[config.mk]
export PLATFORM = sky130hd
export DESIGN_NAME = legv8_mem_arbiter_flat
export DESIGN_NICKNAME = d
export VERILOG_FILES = /design/src/rtl/legv8_mem_arbiter_pkg.sv /design/src/rtl/legv8_mem_arbiter_if.sv /design/src/rtl/legv8_mem_arbiter.sv /design/src/flat_wrapper.sv
export SDC_FILE = /design/constraint.sdc
export NUM_CORES = 1
export LEC_CHECK = 0
export ABC_AREA = 1
export CORE_AREA = 2 2 169 171
export CTS_BUF_LIST = sky130_fd_sc_hd__clkbuf_2
export CTS_CLUSTER_DIAMETER = 150
export DETAILED_ROUTE_END_ITERATION = 10
export DIE_AREA = 0 0 171 173
export PLACE_DENSITY_LB_ADDON = 0.3
export SYNTH_ARGS = -nofsm -noshare
export SYNTH_HDL_FRONTEND = slang
export SYNTH_SLANG_ARGS = --single-unit
[constraint.sdc]
create_clock -name clk -period 7.2 [get_ports clk]
set_input_delay 1.44 -clock clk [delete_from_list [all_inputs] [get_ports clk]]
set_output_delay 1.44 -clock clk [all_outputs]
set_load 0.05 [all_outputs]
[src/rtl/legv8_mem_arbiter_pkg.sv]
// Shared types and widths for the LEGv8 unified-memory arbiter.
// The owner type records which port won the current memory access.
package legv8_mem_pkg;

    localparam int DW     = 64;
    localparam int INST_W = 32;

    typedef enum logic [1:0] {
        IDLE,
        ISSUE,
        WAIT,
        RESP
    } arb_state_t;

    typedef enum logic {
        OWN_I,
        OWN_D
    } owner_t;

endpackage

[src/rtl/legv8_mem_arbiter_if.sv]
// Fetch, data and memory-side signals of the arbiter.
// slave = arbiter view, master = core/memory environment view.
interface legv8_mem_arbiter_if #(
    parameter int ADDR_W = 10
);
    import legv8_mem_pkg::*;

    logic              i_req;
    logic [DW-1:0]     i_addr;
    logic              i_ack;
    logic [INST_W-1:0] i_rdata;

    logic              d_req;
    logic              d_we;
    logic [DW-1:0]     d_addr;
    logic [DW-1:0]     d_wdata;
    logic              d_ack;
    logic [DW-1:0]     d_rdata;

    logic              m_en;
    logic              m_we;
    logic [ADDR_W-1:0] m_addr;
    logic [DW-1:0]     m_wdata;
    logic [DW-1:0]     m_rdata;

    modport slave (
        input  i_req, i_addr, d_req, d_we, d_addr, d_wdata, m_rdata,
        output i_ack, i_rdata, d_ack, d_rdata, m_en, m_we, m_addr, m_wdata
    );

    modport master (
        output i_req, i_addr, d_req, d_we, d_addr, d_wdata, m_rdata,
        input  i_ack, i_rdata, d_ack, d_rdata, m_en, m_we, m_addr, m_wdata
    );

endinterface

[src/rtl/legv8_mem_arbiter.sv]
// Arbitrates one single-port synchronous memory between instruction fetch and
// data load/store: D has priority, I is forced after STARVE_MAX D grants.
module legv8_mem_arbiter
    import legv8_mem_pkg::*;
#(
    parameter int ADDR_W     = 10,
    parameter int MEM_LAT    = 2,
    parameter int STARVE_MAX = 2
) (
    input  logic              clk,
    input  logic              rst,
    legv8_mem_arbiter_if.slave bus
);

    localparam int CNT_W    = (MEM_LAT > 1) ? $clog2(MEM_LAT) : 1;
    localparam int STARVE_W = $clog2(STARVE_MAX + 1);
    localparam logic [CNT_W-1:0]    LAT_LOAD   = CNT_W'(MEM_LAT - 1);
    localparam logic [STARVE_W-1:0] STARVE_TOP = STARVE_W'(STARVE_MAX);

    arb_state_t          state_reg;
    owner_t              owner_reg;
    logic                we_reg;
    logic                sel_hi_reg;
    logic [CNT_W-1:0]    lat_cnt_reg;
    logic [STARVE_W-1:0] starve_reg;

    logic              i_ack_reg;
    logic              d_ack_reg;
    logic [INST_W-1:0] i_rdata_reg;
    logic [DW-1:0]     d_rdata_reg;
    logic              m_en_reg;
    logic              m_we_reg;
    logic [ADDR_W-1:0] m_addr_reg;
    logic [DW-1:0]     m_wdata_reg;

    logic force_i;
    assign force_i = bus.i_req && (starve_reg == STARVE_TOP);

    // Address bits outside the word index are intentionally dropped.
    logic unused_addr_bits;
    assign unused_addr_bits = ^{bus.i_addr[DW-1:ADDR_W+3], bus.i_addr[1:0],
                                bus.d_addr[DW-1:ADDR_W+3], bus.d_addr[2:0]};

    // Memory strobes are registered on the IDLE grant so m_en is high exactly
    // while the FSM sits in ISSUE; likewise acks are set on the WAIT exit so
    // they are high exactly during RESP.
    always_ff @(posedge clk or posedge rst) begin
        if (rst) begin
            state_reg   <= IDLE;
            owner_reg   <= OWN_I;
            we_reg      <= 1'b0;
            sel_hi_reg  <= 1'b0;
            lat_cnt_reg <= '0;
            starve_reg  <= '0;
            i_ack_reg   <= 1'b0;
            d_ack_reg   <= 1'b0;
            i_rdata_reg <= '0;
            d_rdata_reg <= '0;
            m_en_reg    <= 1'b0;
            m_we_reg    <= 1'b0;
            m_addr_reg  <= '0;
            m_wdata_reg <= '0;
        end else begin
            i_ack_reg <= 1'b0;
            d_ack_reg <= 1'b0;
            m_en_reg  <= 1'b0;
            m_we_reg  <= 1'b0;
            case (state_reg)
                IDLE: begin
                    if (bus.d_req && !force_i) begin
                        owner_reg   <= OWN_D;
                        we_reg      <= bus.d_we;
                        m_en_reg    <= 1'b1;
                        m_we_reg    <= bus.d_we;
                        m_addr_reg  <= bus.d_addr[ADDR_W+2:3];
                        m_wdata_reg <= bus.d_wdata;
                        state_reg   <= ISSUE;
                        if (!bus.i_req)
                            starve_reg <= '0;
                        else if (starve_reg != STARVE_TOP)
                            starve_reg <= starve_reg + 1'b1;
                    end else if (bus.i_req) begin
                        owner_reg   <= OWN_I;
                        we_reg      <= 1'b0;
                        sel_hi_reg  <= bus.i_addr[2];
                        m_en_reg    <= 1'b1;
                        m_addr_reg  <= bus.i_addr[ADDR_W+2:3];
                        starve_reg  <= '0;
                        state_reg   <= ISSUE;
                    end else begin
                        starve_reg <= '0;
                    end
                end
                ISSUE: begin
                    lat_cnt_reg <= LAT_LOAD;
                    state_reg   <= WAIT;
                end
                WAIT: begin
                    if (lat_cnt_reg == '0) begin
                        if (owner_reg == OWN_I) begin
                            i_rdata_reg <= sel_hi_reg ? bus.m_rdata[63:32]
                                                      : bus.m_rdata[31:0];
                            i_ack_reg   <= 1'b1;
                        end else begin
                            if (!we_reg)
                                d_rdata_reg <= bus.m_rdata;
                            d_ack_reg <= 1'b1;
                        end
                        state_reg <= RESP;
                    end else begin
                        lat_cnt_reg <= lat_cnt_reg - 1'b1;
                    end
                end
                RESP: begin
                    state_reg <= IDLE;
                end
                default: begin
                    state_reg <= IDLE;
                end
            endcase
        end
    end

    assign bus.i_ack   = i_ack_reg;
    assign bus.i_rdata = i_rdata_reg;
    assign bus.d_ack   = d_ack_reg;
    assign bus.d_rdata = d_rdata_reg;
    assign bus.m_en    = m_en_reg;
    assign bus.m_we    = m_we_reg;
    assign bus.m_addr  = m_addr_reg;
    assign bus.m_wdata = m_wdata_reg;

endmodule

[src/flat_wrapper.sv]
// flat-port wrapper written by rule: the top's interface ports become plain ports
module legv8_mem_arbiter_flat import legv8_mem_pkg::*;
#(
    parameter int ADDR_W     = 10,
    parameter int MEM_LAT    = 2,
    parameter int STARVE_MAX = 2
)
  (clk, rst, bus_i_req, bus_i_addr, bus_d_req, bus_d_we, bus_d_addr, bus_d_wdata, bus_m_rdata, bus_i_ack, bus_i_rdata, bus_d_ack, bus_d_rdata, bus_m_en, bus_m_we, bus_m_addr, bus_m_wdata);
  legv8_mem_arbiter_if #(.ADDR_W(ADDR_W)) bus_i ();
  input  logic clk;
  input  logic rst;
  input wire logic [$bits(bus_i.i_req)-1:0] bus_i_req;
  input wire logic [$bits(bus_i.i_addr)-1:0] bus_i_addr;
  input wire logic [$bits(bus_i.d_req)-1:0] bus_d_req;
  input wire logic [$bits(bus_i.d_we)-1:0] bus_d_we;
  input wire logic [$bits(bus_i.d_addr)-1:0] bus_d_addr;
  input wire logic [$bits(bus_i.d_wdata)-1:0] bus_d_wdata;
  input wire logic [$bits(bus_i.m_rdata)-1:0] bus_m_rdata;
  output wire logic [$bits(bus_i.i_ack)-1:0] bus_i_ack;
  output wire logic [$bits(bus_i.i_rdata)-1:0] bus_i_rdata;
  output wire logic [$bits(bus_i.d_ack)-1:0] bus_d_ack;
  output wire logic [$bits(bus_i.d_rdata)-1:0] bus_d_rdata;
  output wire logic [$bits(bus_i.m_en)-1:0] bus_m_en;
  output wire logic [$bits(bus_i.m_we)-1:0] bus_m_we;
  output wire logic [$bits(bus_i.m_addr)-1:0] bus_m_addr;
  output wire logic [$bits(bus_i.m_wdata)-1:0] bus_m_wdata;
  assign bus_i.i_req = bus_i_req;
  assign bus_i.i_addr = bus_i_addr;
  assign bus_i.d_req = bus_d_req;
  assign bus_i.d_we = bus_d_we;
  assign bus_i.d_addr = bus_d_addr;
  assign bus_i.d_wdata = bus_d_wdata;
  assign bus_i.m_rdata = bus_m_rdata;
  assign bus_i_ack = bus_i.i_ack;
  assign bus_i_rdata = bus_i.i_rdata;
  assign bus_d_ack = bus_i.d_ack;
  assign bus_d_rdata = bus_i.d_rdata;
  assign bus_m_en = bus_i.m_en;
  assign bus_m_we = bus_i.m_we;
  assign bus_m_addr = bus_i.m_addr;
  assign bus_m_wdata = bus_i.m_wdata;
  legv8_mem_arbiter #(.ADDR_W(ADDR_W), .MEM_LAT(MEM_LAT), .STARVE_MAX(STARVE_MAX)) u_core (.clk(clk), .rst(rst), .bus(bus_i));
endmodule
==> flow_metrics.tcl <==
set metrics [dict create \
    seq_area_um2 4556 \
    vias 6352 \
    critPathSlowestCell "clkdlybuf4s50_1" \
    sw_frac_of_total_pct 52.35 \
    finalHoldViolCount 0 \
    initial_core_util_pct 27.87 \
    insertion_delay_ns 0.74 \
    finalSetupViolCount 0 \
    drv_slew 0 \
    synth-adder-area-share_pct 0.6500 \
    ir_drop_mv 0.2987 \
    syn_nets 1155 \
    yosysWarnings 0 \
    initialDrtViolationCount 360 \
    port_buffers 327 \
    power_density_nw_per_um2 521.2 \
    clockBufferDepth 2 \
    route.detailed.drc 0 \
    ios 435 \
    cts_setup_buffers 0 \
    p_int_w 0.002842 \
    cts_tree "yes" \
    htreeDepth 4 \
    grt_pass1_wl_um 33900 \
    multi_input_area_um2 2140 \
    critPathKind "register to output port" \
    die_w_um 171 \
    path_buf_inv 1 \
    fp.dieArea_um2 29580 \
    critPathTopFamily "buffers and inverters" \
    synthCells 890 \
    rows 61 \
    fin_crit_sh_pct 47.92 \
    synth_compound_area_share_pct 12.90 \
    min_period_ns 3.450 \
    seqPwrFrac_pct 29.8 \
    routed_wl_um 21220 \
    firstDrtPassIters 4 \
    max_cap_viol_count 0 \
    fp.dieH_um 173 \
    synth_xor_area_share_pct 0 \
    clk_pin_slew_ns 0.29 \
    cpPeakStageDelay_ns 0.86 \
    cp.depth 1 \
    pwr-share-clk_pct 9.1 \
    slew_headroom_pct 33.38 \
    clockRootBuffer "clkbuf_2" \
    yosysSeqAreaShare_pct 59.15 \
    drive_gt1_share_pct 3.563 \
    min_path_type "register to register" \
    worstPathRequired_ns 5.76 \
    grt_pass1_vias 6263 \
    worstSetupEndpointType "output port" \
    whs_path_depth 2 \
    tightest_slew_ns 0.9993 \
    hpwl_um 15010 \
    postCtsHoldBufs 0 \
    cp.arrival_ns 2.01 \
    cp_cell_sequence "clkdlybuf4s50_1" \
    status "complete, no violations" \
    avgViaCountPerCell 4.005 \
    critical_path.max_fanout 2 \
    avgSynthCellArea_um2 8.652 \
    wire_per_inst_um 13.38 \
    cts_resized 0 \
    ys_types 24 \
    gp_congestion 0.7462 \
    comb_power_share_pct 61.1 \
    ff2ff_path_depth 6 \
    rsz0062_at_grt "no" \
    synth_simple_gate_area_share_pct 13.89 \
    syn_area_um2 7700 \
    syn2layout_area_growth_pct 48.63 \
    p_leak_nw 5.573 \
    synth_top_family_by_area "simple AND/OR/NAND/NOR gates" \
    grt_start_max_net_pins 123 \
    ant_nets 0 \
    setup-tns-final_ns 0 \
    overflow 0 \
    clock-sinks 182 \
    finalNetCount 1460 \
    nFillCells 2899 \
    ys_ff_latch 182 \
    fp.coreArea_um2 27630 \
    numCtsBuffers 17 \
    fmax_mhz 289.8 \
    p_switching_w 0.003123 \
    fin_skew_ns 0.04945 \
    synth.area.mux_share_pct 0 \
    total_power_w 0.005965 \
    grtUsageTotal_pct 14.53 \
    start_kind "register" \
    antenna_found_initial 1 \
]
metrics by stage:
step / cells / setup WS [ns] / hold slack, ns / instance area (µm²) / utilization [%]
2_1_floorplan: 890 / 0.8163 / 0.4419 / 7700 / -
3_3_place_gp: 1554 / 3.237 / 0.4609 / 11200 / 40.55
3_5_place_dp: 1554 / 3.221 / 0.4631 / 11200 / 40.55
4_1_cts: 1585 / 3.585 / 0.5169 / 11440 / 41.41
5_1_grt: 1586 / 3.527 / 0.5453 / 11440 / 41.42
6_report: 1586 / 3.750 / 0.5188 / 11440 / 41.42
layout make-up:
class | instances | share of cell area, %
Inverter | 189 | 6.264
Tap cell | 378 | 4.133
Multi-Input combinational cell | 472 | 18.69
Timing Repair Buffer | 333 | 28.99
Sequential cell | 182 | 39.81
Antenna cell | 1 | 0.02187
Clock buffer | 18 | 0.7871
Clock inverter | 13 | 1.301
tightest hold or removal path, delay by kind of cell (launching register included):
kind / cells / cell delay (ns)
flops: 1 / 0.41
simple gates: 2 / 0.11
cell usage after synthesis (all sizes together):
cell type / count / area (µm²)
a21oi: 1 / 5.000
buf: 42 / 302.8
clkbuf: 5 / 20.01
dfrtp: 182 / 4554
ha: 4 / 50.05
inv: 189 / 709.4
nand2: 234 / 880.9
nand3: 26 / 135.1
nand3b: 1 / 7.510
nand4: 1 / 6.260
nor2: 5 / 18.77
nor3: 2 / 15.01
o21ai: 195 / 975.9
o22ai: 2 / 12.51
or2: 1 / 6.260
cells in the final DEF, fill, tap and decap left out:
| cell type | instances |
|---|---|
| o22ai_1 | 2 |
| inv_1 | 187 |
| clkinv_1 | 2 |
| buf_4 | 6 |
| o21ai_0 | 52 |
| clkinv_4 | 3 |
| nor3_4 | 1 |
| o21ai_1 | 143 |
| nor3_1 | 1 |
| a21oi_1 | 1 |
| nand4_1 | 1 |
| diode_2 | 1 |
| inv_6 | 2 |
| nand3_1 | 24 |
| clkdlybuf4s50_1 | 327 |
| nand3_4 | 2 |
| nor2_1 | 5 |
| inv_8 | 3 |
| nand2_2 | 1 |
| dfrtp_1 | 181 |
| nand3b_1 | 1 |
| ha_1 | 4 |
| dfrtp_2 | 1 |
| clkbuf_2 | 18 |
| nand2_1 | 233 |
| or2_2 | 1 |
| clkinvlp_4 | 2 |
| bufinv_16 | 2 |
| inv_2 | 1 |
final timing paths:
check	startpoint	to	slack [ns]
max in group asynchronous	rst	u_core.bus.i_rdata[19]	4.53
min in group asynchronous	rst	u_core.bus.d_rdata[4]	1.21
min reg2reg	u_core.state_reg[0]	u_core.state_reg[0]	0.52
max reg2reg	u_core.starve_reg[0]	u_core.bus.m_wdata[47]	4.76
min	u_core.state_reg[0]	u_core.state_reg[0]	0.52
max	u_core.bus.m_wdata[59]	bus_m_wdata[59]	3.75
per-layer routing:
layer  GRT usage [%]  vias up  part of all wire [%]
met4           4.237        0                   1.5
met1           18.68     2783                    45
met3           5.951       15                   9.8
li1                -     3318                     -
met5               0        -                     0
met2           22.40      236                    44
power groups by stage:
stage                     combinational [W]  clock (W)  sequential [W]
after floorplan                    0.000747          0         0.00346
after global placement              0.00366          0         0.00179
after detailed placement            0.00368          0         0.00180
after CTS                           0.00368   0.000583         0.00178
after global routing                0.00386   0.000621         0.00185
final                               0.00364   0.000544         0.00178
cell families (layout without fill, tap and decap cells):
kind of cell	after synthesis	in the layout
flip-flops	182	182
AO/OA/AOI/OAI	198	198
buffers and inverters	236	553
adder cells (fa/ha/maj)	4	4
AND/OR/NAND/NOR	270	270
other	0	1
Power figures use the tool's default switching activity.
